===== config.mk =====
export PLATFORM = sky130hd
export DESIGN_NAME = seg7_decode_flat
export DESIGN_NICKNAME = d
export VERILOG_FILES = /design/src/rtl/seg7_decode_if.sv /design/src/rtl/seg7_decode.sv /design/src/flat_wrapper.sv
export SDC_FILE = /design/constraint.sdc
export NUM_CORES = 1
export LEC_CHECK = 0
export CAP_MARGIN = 40
export CORE_MARGIN = 4
export CORE_UTILIZATION = 52
export CTS_BUF_LIST = sky130_fd_sc_hd__clkbuf_2 sky130_fd_sc_hd__clkbuf_4 sky130_fd_sc_hd__clkbuf_8
export DETAILED_ROUTE_END_ITERATION = 10
export PLACE_DENSITY = 0.79
export SLEW_MARGIN = 20
export SYNTH_ARGS = -nofsm -noshare
export SYNTH_HDL_FRONTEND = slang
export SYNTH_SLANG_ARGS = --single-unit

===== constraint.sdc =====
create_clock -name clock -period 2 [get_ports clock]
set_clock_uncertainty 0.15 [all_clocks]
set_input_delay 0.5 -clock clock [delete_from_list [all_inputs] [get_ports clock]]
set_output_delay 0.5 -clock clock [all_outputs]
set_load 0.02 [all_outputs]

===== src/rtl/seg7_decode_if.sv =====
// Consumer-facing bundle for seg7_decode: raw segment input plus the decoded-digit
// valid/ready output channel and the illegal-pattern counter.
interface seg7_decode_if;
  logic [1:7] leds;
  logic       out_ready;
  logic       out_valid;
  logic [3:0] x;
  logic       err;
  logic [7:0] err_count;

  modport master (
    output leds,
    output out_ready,
    input  out_valid,
    input  x,
    input  err,
    input  err_count
  );

  modport slave (
    input  leds,
    input  out_ready,
    output out_valid,
    output x,
    output err,
    output err_count
  );
endinterface


===== src/rtl/seg7_decode.sv =====
// Debounced seven-segment (active-low, abcdefg) to hex decoder with a valid/ready
// output; each stable new pattern is presented once, illegal ones flagged and counted.
module seg7_decode #(
  parameter int STABLE_CYCLES = 4
) (
  input  logic          clock,
  input  logic          reset,
  seg7_decode_if.slave  bus
);

  localparam logic [1:7] BLANK    = 7'b1111111;
  localparam logic [7:0] STABLE_N = 8'(STABLE_CYCLES);

  typedef enum logic {SETTLE, EMIT} state_t;

  state_t     state_q, state_d;
  logic [1:7] samp_q, samp_d;
  logic [1:7] cand_q, cand_d;
  logic [1:7] last_q, last_d;
  logic [7:0] cnt_q, cnt_d;
  logic [7:0] err_count_q, err_count_d;
  logic [3:0] x_q, x_d;
  logic       err_q, err_d;

  // Returns {illegal, hex}; illegal patterns (blank included) decode to hex 0.
  function automatic logic [4:0] decode(input logic [1:7] p);
    case (p)
      7'b0000001: decode = 5'h00;
      7'b1001111: decode = 5'h01;
      7'b0010010: decode = 5'h02;
      7'b0000110: decode = 5'h03;
      7'b1001100: decode = 5'h04;
      7'b0100100: decode = 5'h05;
      7'b0100000: decode = 5'h06;
      7'b0001111: decode = 5'h07;
      7'b0000000: decode = 5'h08;
      7'b0000100: decode = 5'h09;
      7'b0001000: decode = 5'h0A;
      7'b1100000: decode = 5'h0B;
      7'b0110001: decode = 5'h0C;
      7'b1000010: decode = 5'h0D;
      7'b0110000: decode = 5'h0E;
      7'b0111000: decode = 5'h0F;
      default:    decode = 5'h10;
    endcase
  endfunction

  always_comb begin
    state_d     = state_q;
    samp_d      = bus.leds;
    cand_d      = cand_q;
    cnt_d       = cnt_q;
    last_d      = last_q;
    err_count_d = err_count_q;
    x_d         = x_q;
    err_d       = err_q;

    case (state_q)
      SETTLE: begin
        if (samp_q != cand_q) begin
          cand_d = samp_q;
          cnt_d  = 8'd1;
        end else begin
          if (cnt_q < STABLE_N) cnt_d = cnt_q + 8'd1;
          // Candidate has been seen STABLE_CYCLES+1 times in a row: accept it.
          if (cnt_q == STABLE_N) begin
            if (cand_q == BLANK) begin
              last_d = BLANK;
            end else if (cand_q != last_q) begin
              state_d      = EMIT;
              {err_d, x_d} = decode(cand_q);
            end
          end
        end
      end
      EMIT: begin
        if (bus.out_ready) begin
          state_d = SETTLE;
          last_d  = cand_q;
          cnt_d   = 8'd0;
          if (err_q && (err_count_q != 8'hFF)) err_count_d = err_count_q + 8'd1;
        end
      end
      default: state_d = SETTLE;
    endcase
  end

  always_ff @(posedge clock) begin
    if (reset) begin
      state_q     <= SETTLE;
      samp_q      <= BLANK;
      cand_q      <= BLANK;
      last_q      <= BLANK;
      cnt_q       <= 8'd0;
      err_count_q <= 8'd0;
      x_q         <= 4'd0;
      err_q       <= 1'b0;
    end else begin
      state_q     <= state_d;
      samp_q      <= samp_d;
      cand_q      <= cand_d;
      last_q      <= last_d;
      cnt_q       <= cnt_d;
      err_count_q <= err_count_d;
      x_q         <= x_d;
      err_q       <= err_d;
    end
  end

  assign bus.out_valid = (state_q == EMIT);
  assign bus.x         = x_q;
  assign bus.err       = err_q;
  assign bus.err_count = err_count_q;

endmodule


===== src/flat_wrapper.sv =====
// flat-port wrapper written by rule: the top's interface ports become plain ports
module seg7_decode_flat 
#(
  parameter int STABLE_CYCLES = 4
)
  (clock, reset, bus_leds, bus_out_ready, bus_out_valid, bus_x, bus_err, bus_err_count);
  seg7_decode_if bus_i ();
  input  logic clock;
  input  logic reset;
  input wire logic [$bits(bus_i.leds)-1:0] bus_leds;
  input wire logic [$bits(bus_i.out_ready)-1:0] bus_out_ready;
  output wire logic [$bits(bus_i.out_valid)-1:0] bus_out_valid;
  output wire logic [$bits(bus_i.x)-1:0] bus_x;
  output wire logic [$bits(bus_i.err)-1:0] bus_err;
  output wire logic [$bits(bus_i.err_count)-1:0] bus_err_count;
  assign bus_i.leds = bus_leds;
  assign bus_i.out_ready = bus_out_ready;
  assign bus_out_valid = bus_i.out_valid;
  assign bus_x = bus_i.x;
  assign bus_err = bus_i.err;
  assign bus_err_count = bus_i.err_count;
  seg7_decode #(.STABLE_CYCLES(STABLE_CYCLES)) u_core (.clock(clock), .reset(reset), .bus(bus_i));
endmodule

**After elaboration in Yosys (flattened, before gate mapping)**

Cells that the tools add are included.

- $add $sub $neg: 2
- $lt $le $gt $ge: 1
- Equal/unequal tests: 25
- Muxes and demuxes: 16
- Bitwise operators: 3
- Reductions and logical operators: 7

Operators with widths:

| cell | number |
|---|---|
| $pmux 5 s16 | 1 |
| $eq 7x6->1 const B | 5 |
| $eq 7x7->1 const B | 5 |
| $mux 7 | 4 |
| $mux 8 | 3 |
| $add 8x1->8 const B | 2 |
| $pmux 8 s2 | 1 |
| $eq 7x3->1 const B | 2 |
| $eq 7x4->1 const B | 2 |
| $ne 7x7->1 | 2 |
| $pmux 7 s2 | 1 |
| $eq 8x3->1 const B | 1 |
| $lt 8x3->1 const B | 1 |
| $ne 8x8->1 const B | 1 |
| $eq 7x1->1 const B | 1 |
| $eq 7x5->1 const B | 1 |
| $logic_not 7->1 | 1 |
| $mux 1 | 5 |
| $reduce_and 5->1 | 1 |
| $ne 2x1->1 const B | 2 |
| $ne 2x2->1 const B | 2 |
| $reduce_and 2->1 | 2 |
| $reduce_and 4->1 | 1 |
| $ne 3x1->1 const B | 1 |
| other kinds (4) | 6 |

- Flip-flop bits (word level): 43
- Input port bits: 10
- Output and inout bits: 14
- Word-level logic and storage cells: 62

**Depth between registers and ports, before layout**

- Word-level depth: 6
- Depth in mapped cells: 7
- Gate-level depth less buffers: 7

**Least setup slack after synthesis**

Ideal clock, no wire load.

- Path type: flip-flop to flip-flop
- Start point: register u_core.cnt_q[7]
- End point: register u_core.last_q[2] (netlist bit)
- Library setup time: 0.068 ns
- Arrival: 1.766 ns
- Required time: 1.782 ns
- Slack: 0.016 ns
- Cell stages (with the launch flop): 6
- Buffers on the path: 0
- Clock period less this slack: 1.984 ns
- Cell sequence: dfxtp_1 > or3_4 > or4_4 > or3_1 > o21a_1 > o21bai_2

- Word-level cells in the longest chain between the ends: 3

Ends and longest elaborated chain:

| item | RTL line | text |
|---|---|---|
| from (decl) | seg7_decode.sv:20 | `logic [7:0] cnt_q, cnt_d;` |
| from (signal assigned) | seg7_decode.sv:103 | `cnt_q <= cnt_d;` |
| $eq 8x3->1 | seg7_decode.sv:66 | `if (cnt_q == STABLE_N) begin` |
| $ne 2x1->1 (no line) | n/a |  |
| $reduce_and 4->1 (no line) | n/a |  |
| to (signal assigned) | seg7_decode.sv:102 | `last_q <= last_d;` |
| to (decl) | seg7_decode.sv:19 | `logic [1:7] last_q, last_d;` |

No other way between the ends.
A chain may end at the register's enable or synchronous reset.

**Worst setup path in the final report**

Ends and elaborated chain as after synthesis.

==> impl_metrics.toml <==
[status]
status = "finished, violations left"
violations = "negative setup slack"

[pwr]
power_leakage_nw = 1.04
power.density_nw_per_um2 = 599
peakVddDrop_mv = 0.426

[worst_setup_path]
crit_type = "reg2reg"
reg2reg_from = "u_core.cnt_q[7]$_SDFFE_PP0P_"
path_cells = "or3_4 > or4_4 > or3_1 > o21a_1 > o21bai_2"
crit_arrival_ns = 2.09
rr_worst_depth = 5
start_kind = "register"
worst_setup_path_end_kind = "register"
startpoint = "u_core.cnt_q[7]$_SDFFE_PP0P_"
max_stage_delay_ns = 0.45
worst_ep_required_time_ns = 2.08
crit_fanout = 4
slowest_stage = "or4_4"

[synthesis]
synth-compound-area-share_pct = 16.7
ys_ff_latch = 43
async_flop_share_pct = 0
synth-xor-area-share_pct = 9.10
synth-edff-count = 0
synth_area_um2 = 2210
ys.flop_type = "dfxtp_1"
synth_top_area_cell = "dfxtp_1"
ys_types = 54
ys_seq_area_share_pct = 38.9
yosys_warnings = 0
synth_top_family_by_area = "simple AND/OR/NAND/NOR gates"
ys_top_cells_by_area = "dfxtp_1 (39%), xor2_1 (5.1%), xnor2_1 (4.0%), a21oi_1 (3.2%), a211o_1 (2.8%)"
synthSimpleGateAreaFrac_pct = 27.9
synth_top_area_share_pct = 38.9
avgSynthCellArea_um2 = 8.97
synth_cells = 247
syn_nets = 260
synth_mux_area_share_pct = 0.452
synthAdderAreaFrac_pct = 1.69

[floorplan]
die_h_um = 73.3
ios = 24
dieArea_um2 = 5370
rows = 23
die_x_um = 73.3
initial_utilization_pct = 54.6
core-area_um2 = 4060

[detailed_routing]
antenna_left = 0
drt-total-wl_um = 4460
drtIter0Drc = 136
vias = 1835
via_per_inst = 5.68
dr.pass1.iters = 4
drc = 0
wl_per_cell_um = 13.8

[sta]
finalCritPeriodShare_pct = 100
post-route-min-period_ns = 2.01
final.setup.tns_ns = -0.00531
fmax_ghz = 0.499
hold_viol = 0
grt_setup_unrepaired = "true"
slew_violations = 0
max-slew-margin-rel_pct = 74.1
finalSetupViolCount = 1
finalWorstSetupSlack_ns = -0.00531
worst_pin_slew_ns = 0.382

[placed_design]
gp_congestion = 0.862
placed_area_um2 = 2520
hpwl_um = 3090
dp_cells = 315
preCtsSetupSlack_ns = -0.0395
numPortBuffers = 23

[cells_and_area]
antenna_cells = 0
final_cells = 323
drive_gt1_share_pct = 17.6
stdcell_area_um2 = 2670
n_fill_cell = 336
syn_to_final_growth_pct = 20.5
nets = 285

[clock_tree]
cts_tree = "built"
cts_inserted_buffers = 5
clockBufferDepth = 2
cts.sinks = 43
clk_pin_slew_worst_paths_ns = 0.08
clk_latency_ns = 0.29
post_cts_buffers = 0
cts-root-buf = "clkbuf_8"
cts_max_level = 2

[grt]
track_usage_pct = 17.2
grt_pass1_vias = 1645
grt.overflow.total = 0
grt_max_degree = 23
grt_pass1_wl_um = 7370
antenna_found_initial = 0

[min_path]
hold_path.class = "reg2reg"
hold_depth = 1
min_from = "u_core.cnt_q[3]$_SDFFE_PP0P_"

[run]
cap_viol_max_count = 0
==> critical path: cells and delay by family (launching register included) <==
kind	cells	cell delay, ns
simple gates	3	1.19
compound gates	2	0.31
flops	1	0.31
==> cell families (layout without fill, tap and decap cells) <==
group                      Yosys count  after routing
and+or+nand+nor                    105            105
AOI/OAI and AO/OA                   48             48
DFF                                 43             43
buffers and inverters               24             50
xor gates and xnor gates            23             23
adders and majority gates            3              3
muxes                                1              1
==> Yosys cell counts (all sizes together), types with 3 or more instances <==
| master | n |
|---|---|
| ha | 3 |
| xor2 | 13 |
| nor4 | 6 |
| nor3 | 9 |
| clkbuf | 9 |
| or2 | 8 |
| a21oi | 14 |
| nor4b | 3 |
| nand2 | 12 |
| and2 | 7 |
| dfxtp | 43 |
| nand4 | 5 |
| o22a | 6 |
| buf | 13 |
| nor2 | 16 |
| a211o | 7 |
| nor2b | 9 |
| o21ai | 4 |
| nor3b | 3 |
| xnor2 | 10 |
| nand3 | 11 |
| and3 | 4 |
==> final timing paths <==
| check | endpoint | slack, ns |
|---|---|---|
| setup / recovery | u_core.last_q[2]$_SDFFE_PP1P_ | -0.005 |
| hold / removal | u_core.cnt_q[3]$_SDFFE_PP0P_ | 0.31 |
| setup reg to reg | u_core.last_q[2]$_SDFFE_PP1P_ | -0.005 |
| hold reg to reg | u_core.cnt_q[3]$_SDFFE_PP0P_ | 0.31 |
==> routing by layer <==
metal  vias to the layer above  global-route usage [%]  share of wire (%)
met5                         -                       0                  0
met4                         0                    4.51               0.78
met3                         4                    4.10                4.7
met2                        41                    27.7                 48
met1                       857                    23.0                 46
li1                        933                       -                  -
==> per-stage QoR <==
step,hold WS [ns],total power [mW],utilization (%)
2_1_floorplan,0.281,1.01,-
3_3_place_gp,0.297,1.06,62.2
3_5_place_dp,0.300,1.06,62.2
4_1_cts,0.318,1.61,64.4
5_1_grt,0.347,1.67,65.8
6_report,0.312,1.60,65.8
==> report_power, final <==
part / leakage (nW) / switching, mW / internal, mW
Combinational: 0.636 / 0.0888 / 0.0800
Sequential: 0.350 / 0.0111 / 0.871
Clock: 0.0491 / 0.276 / 0.272
Total: 1.04 / 0.376 / 1.22
==> sequential cells by signal (all words and copies together), names as in the netlist <==
name	cells
u_core.samp_q	7
u_core.cnt_q	8
u_core.bus.err	1
u_core.bus.err_count	8
u_core.last_q	7
u_core.cand_q	7
u_core.bus.x	4
u_core.bus.out_valid	1
==> final cells by class <==
| cell class | instances | area, um2 | area share (%) |
|---|---|---|---|
| Sequential cell | 43 | 861 | 32.3 |
| Timing Repair Buffer | 40 | 369 | 13.8 |
| Clock inverter | 1 | 5.00 | 0.188 |
| Multi-Input combinational cell | 180 | 1280 | 48.0 |
| Inverter | 2 | 7.51 | 0.281 |
| Clock buffer | 7 | 83.8 | 3.14 |
| Tap cell | 50 | 62.6 | 2.34 |
==> cells in the final DEF, fill, tap and decap left out, drive strengths merged, types with 2 or more instances in the layout <==
master	instances
buf	17
or4	2
and2	7
dlymetal6s2s	3
nand2	12
or3	2
nor4b	3
nor2b	9
nor3	9
o21bai	2
and3	4
nand4	5
xor2	13
or2	8
inv	2
a211o	7
nand2b	2
o21ai	4
o22a	6
ha	3
dfxtp	43
and4	2
nor3b	3
nor2	16
nand3	11
clkbuf	7
xnor2	10
nor4	6
clkdlybuf4s50	20
a21oi	14
o211ai	2
==> timing repair <==
item,CTS,global route
endpoints found under the hold margin,0,0
pin swaps,1,3
endpoints found under the setup margin,1,18
hold buffers,0,0
resized for setup,0,12
Note: power is estimated with default switching activity, not from simulation.
